### config.mk
export PLATFORM = sky130hd
export DESIGN_NAME = seg_scan_ctrl
export DESIGN_NICKNAME = d
export VERILOG_FILES = /design/src/rtl/seg_scan_ctrl.sv
export SDC_FILE = /design/constraint.sdc
export NUM_CORES = 1
export LEC_CHECK = 0
export BUFFER_PORTS_ARGS = -buffer_cell sky130_fd_sc_hd__clkbuf_2
export CORE_ASPECT_RATIO = 0.6
export CORE_MARGIN = 5
export CORE_UTILIZATION = 59
export CTS_BUF_LIST = sky130_fd_sc_hd__clkbuf_8
export DETAILED_ROUTE_END_ITERATION = 8
export GPL_TIMING_DRIVEN = 0
export PLACE_DENSITY = 0.86
export RECOVER_POWER = 100
export SLEW_MARGIN = 30
export SYNTH_ARGS = -nofsm -noshare
export SYNTH_HDL_FRONTEND = slang
export SYNTH_SLANG_ARGS = --single-unit
### constraint.sdc
create_clock -name clk -period 3 [get_ports clk]
set_input_delay 0.45 -clock clk [delete_from_list [all_inputs] [get_ports clk]]
set_output_delay 0.45 -clock clk [all_outputs]
set_load 0.01 [all_outputs]
### src/rtl/seg_scan_ctrl.sv
// rtl/seg_scan_ctrl.sv - time-multiplexed 7-segment scan controller with frame-aligned commit
module seg_scan_ctrl #(
    parameter int NDIG  = 8,
    parameter int DIV   = 1000,
    parameter int GUARD = 2
) (
    input  logic              clk,
    input  logic              rst_n,
    input  logic              en,
    input  logic              wr_en,
    input  logic [4*NDIG-1:0] wr_data,
    input  logic              blank_lz,
    output logic [3:0]        dec_b,
    input  logic [6:0]        dec_h,
    output logic [6:0]        seg,
    output logic [NDIG-1:0]   an,
    output logic              frame_done,
    output logic              busy
);

    localparam int IW = (NDIG > 1) ? $clog2(NDIG) : 1;
    localparam int CW = $clog2(DIV);

    localparam logic [IW-1:0] IDX_LAST  = IW'(NDIG - 1);
    localparam logic [CW-1:0] CNT_LAST  = CW'(DIV - 1);
    localparam logic [CW-1:0] CNT_GLAST = CW'(GUARD - 1);
    localparam logic [6:0]    SEG_DARK  = 7'h7F;

    typedef enum logic [1:0] {
        S_OFF,
        S_GUARD,
        S_SHOW
    } state_t;

    state_t            state;
    logic [4*NDIG-1:0] pend;
    logic [4*NDIG-1:0] disp;
    logic              pend_v;
    logic [IW-1:0]     idx;
    logic [CW-1:0]     cnt;

    logic              nz_above;
    logic              blank;
    logic              commit_pt;
    logic [NDIG-1:0]   an_lit;
    logic [6:0]        seg_lit;

    always_comb begin
        dec_b    = 4'h0;
        nz_above = 1'b0;
        for (int i = 0; i < NDIG; i++) begin
            if (idx == IW'(i))
                dec_b = disp[4*i +: 4];
            // Any nonzero nibble at or above the current digit disables leading-zero blanking.
            if (IW'(i) >= idx && disp[4*i +: 4] != 4'h0)
                nz_above = 1'b1;
        end
    end

    assign blank     = (dec_b > 4'd9) || (blank_lz && idx != '0 && !nz_above);
    assign seg_lit   = blank ? SEG_DARK : dec_h;
    assign an_lit    = ~(NDIG'(1) << idx);
    assign commit_pt = en && state == S_SHOW && idx == IDX_LAST && cnt == CNT_LAST;
    assign busy      = pend_v;

    always_ff @(posedge clk) begin
        if (!rst_n) begin
            state      <= S_OFF;
            pend       <= '0;
            pend_v     <= 1'b0;
            disp       <= '0;
            idx        <= '0;
            cnt        <= '0;
            an         <= '1;
            seg        <= SEG_DARK;
            frame_done <= 1'b0;
        end else begin
            frame_done <= commit_pt;

            // A write coinciding with the commit point bypasses pend and lands directly.
            if (commit_pt) begin
                if (wr_en) begin
                    disp <= wr_data;
                    pend <= wr_data;
                end else if (pend_v) begin
                    disp <= pend;
                end
                pend_v <= 1'b0;
            end else if (wr_en) begin
                pend   <= wr_data;
                pend_v <= 1'b1;
            end

            if (!en) begin
                state <= S_OFF;
                idx   <= '0;
                cnt   <= '0;
                an    <= '1;
                seg   <= SEG_DARK;
            end else begin
                case (state)
                    S_OFF: begin
                        state <= S_GUARD;
                        cnt   <= '0;
                        an    <= '1;
                        seg   <= SEG_DARK;
                    end
                    S_GUARD: begin
                        cnt <= cnt + CW'(1);
                        if (cnt == CNT_GLAST) begin
                            state <= S_SHOW;
                            an    <= an_lit;
                            seg   <= seg_lit;
                        end else begin
                            an  <= '1;
                            seg <= SEG_DARK;
                        end
                    end
                    S_SHOW: begin
                        if (cnt == CNT_LAST) begin
                            state <= S_GUARD;
                            cnt   <= '0;
                            idx   <= (idx == IDX_LAST) ? '0 : idx + IW'(1);
                            an    <= '1;
                            seg   <= SEG_DARK;
                        end else begin
                            cnt <= cnt + CW'(1);
                            an  <= an_lit;
                            seg <= seg_lit;
                        end
                    end
                    default: begin
                        state <= S_OFF;
                        idx   <= '0;
                        cnt   <= '0;
                        an    <= '1;
                        seg   <= SEG_DARK;
                    end
                endcase
            end
        end
    end

endmodule

==> impl_metrics.ini <==
[route]
drtPass1Iterations = 5
num_vias = 3744
drc = 0
final_antenna_net_count = 0
drtIter0Drc = 342
viasPerCell = 5.76
routed_wl_um = 10600
wl_per_cell_um = 16.3

[grt]
grt.overflow.total = 0
grt_util_all_layers_pct = 22.9
grt_pass1_vias = 3498
grt_max_degree = 14
grt_pass1_wl_um = 17000
grt_antenna_before_repair = 0

[synthesis]
ys_top_cells_by_area = dfxtp_1 (45%), mux2i_1 (8.4%), o21ai_0 (5.5%)
ys_seq_area_share_pct = 44.8
yosysWarnings = 0
syn-cell-area_mm2 = 0.00429
syn_avg_cell_area_um2 = 8.95
synth_edf_count = 0
synth_cell_types = 48
syn-num-nets = 536
synthArstFlopShare_pct = 0
synth-seq-cells = 96
yosysTopAreaCell = dfxtp_1
synthFlopType = dfxtp_1
synth_top_cell_area_share_pct = 44.8
netlist_instances = 480

[cts]
cts_max_path_buffers = 2
clk_latency_ps = 360
cts_root_buffer = clkbuf_8
cts.sink_count = 96
cts.clk_slew.worst_paths_ps = 90
numCtsBuffers = 9
cts_tree = done
cts_htree_levels = 3

[finish]
areaGrowthSynthToFinish_pct = 15.2
multiInputGateArea_mm2 = 0.00226
final_cell_mix = dfxtp_1 (94), o21ai_0 (47), clkbuf_2 (46)
drive_above_1_share_pct = 14.3
final_common_cell = dfxtp_1
utilization_pct = 68.9
regArea_mm2 = 0.00192
n_fill_cell = 605
diodes = 0
nets = 612

[power_and_ir_drop]
internal-power_uw = 1750
peakVddDrop_v = 0.000301
power_frac_seq_pct = 58.4
p_sw_share_pct = 23.1
pwr-share-clk_pct = 33.8
powerDensity_mw_per_mm2 = 459
switching_power_uw = 523
p_comb_share_pct = 7.8
power_leakage_uw = 0.00195

[die]
dieHeight_um = 76.1
io_pins = 65
die_w_um = 120
die_area_mm2 = 0.00914
rows = 24
core_area_mm2 = 0.00718
start_util_pct = 59.8

[place]
place_congestion = 1.07
pre_cts_ws_ps = -27.7
dp_hpwl_um = 7780
io_buffers = 62

[worst_setup_path]
start_kind = register
worst_ep_arrival_time_ps = 2470
crit_fanout = 12
worstSetupPathType = register to output port
end_kind = output port
worstPathRequired_ps = 2550

[timing]
setup_viol = 0
max_freq_ghz = 0.342
tightest_slew_ps = 733
slew_violations = 0
skew_ps = 6.78
post-route-period-util_pct = 97.3
fin_crit_ps = 2920
maxSlewHeadroom_pct = 51.1
final-hold-violation-count = 0
timing.final.ws_setup_ps = 79.6

[run_status]
status = finished clean

[run]
maxCapViolCount = 0

[min_path]
hold_path_class = input port to register
through the flow:
step	total power, uW	cells	TNS, ps	hold WS (ps)	cell area [um^2]
after global routing	2370	650	-18.6	352	4950
after floorplan	1460	480	0	445	4290
after global placement	1530	633	0	465	4720
after CTS	2280	647	0	357	4920
final	2270	650	0	364	4950
after detailed placement	1530	633	-27.7	483	4720
timing repair:
| item | in CTS | in global routing |
|---|---|---|
| setup buffers | 1 | 3 |
| hold endpoints to repair | 0 | 0 |
| hold buffers | 0 | 0 |
| setup endpoints to repair | 4 | 35 |
| resized for setup | 7 | 11 |
| cloned | 0 | 0 |
final timing paths:
kind	startpoint	to	slack [ps]	cells after the start
worst min register to register	cnt[0]	cnt[0]	500	1
worst max-delay path	idx[1]	dec_b[1]	80	8
worst max register to register	state[0]	disp[12]	220	9
worst min-delay path	wr_data[13]	pend[13]	360	3
cells in the mapped netlist (2+ instances only):
library cell / instances
nand4_1: 3
clkbuf_1: 26
a21o_1: 2
xnor2_1: 4
and2_1: 35
nand4b_1: 2
nand3_1: 11
nor4_1: 7
and4_1: 2
inv_1: 10
mux2i_1: 36
and3_1: 3
a221o_1: 2
dfxtp_1: 96
o31ai_1: 7
o211ai_1: 3
a211o_1: 2
nor2_1: 33
o2111ai_1: 2
o21ai_0: 47
xor2_1: 4
nand3b_1: 4
nor3b_1: 2
o31a_1: 4
o221ai_1: 2
ha_1: 12
nor2b_1: 34
nand2_1: 45
nand2b_1: 3
or3_1: 2
a31oi_1: 4
a21oi_1: 15
flip-flops by register name, summed over array words and instances, names as in the netlist:
name and cells:
idx 3, an 8, pend 32, disp 32, seg 7, busy 1, frame_done 1, state 2
cnt 10
layer usage:
metal	global-route usage [%]	wire length, um	vias to the layer above
met2	32.8	4580	187
met5	0	0	-
met1	32.5	4840	1733
met4	6.86	188	0
li1	-	-	1794
met3	8.16	997	30
worst max-delay path, stage by stage, from the launching register on:
cell and delay, ps:
dfxtp_2 380, buf_2 210, inv_1 130, ha_4 230, nand2_1 140, and4_1 250, a221o_1 390, o221ai_2 200
clkbuf_2 170
power by group through the flow:
stage,combinational [uW],clock [uW],sequential [uW]
2_1_floorplan,105,0,1360
3_5_place_dp,180,0,1350
5_1_grt,198,841,1330
4_1_cts,181,773,1320
3_3_place_gp,174,0,1350
6_report,178,766,1320
final cells by class:
class | count | area share [%]
inverter | 11 | 0.911
buffer | 27 | 2.25
sequential | 96 | 38.9
clock buffer | 12 | 3.34
clock inverter | 2 | 0.152
timing repair buffer | 66 | 6.45
tap | 91 | 2.30
multi-input combinational | 345 | 45.7
kinds of logic (layout without fill, tap and decap cells):
logic type      Yosys count  in the layout  synth area share [%]
simple gates            194            194                  24.5
mux                      37             37                  8.65
compound gates           94             94                  13.4
xor+xnor                  8              8                  1.63
fa+ha+maj                12             12                  3.50
buf+inv                  39            118                  3.58
flops                    96             96                  44.8
Power figures use the tool's default switching activity.
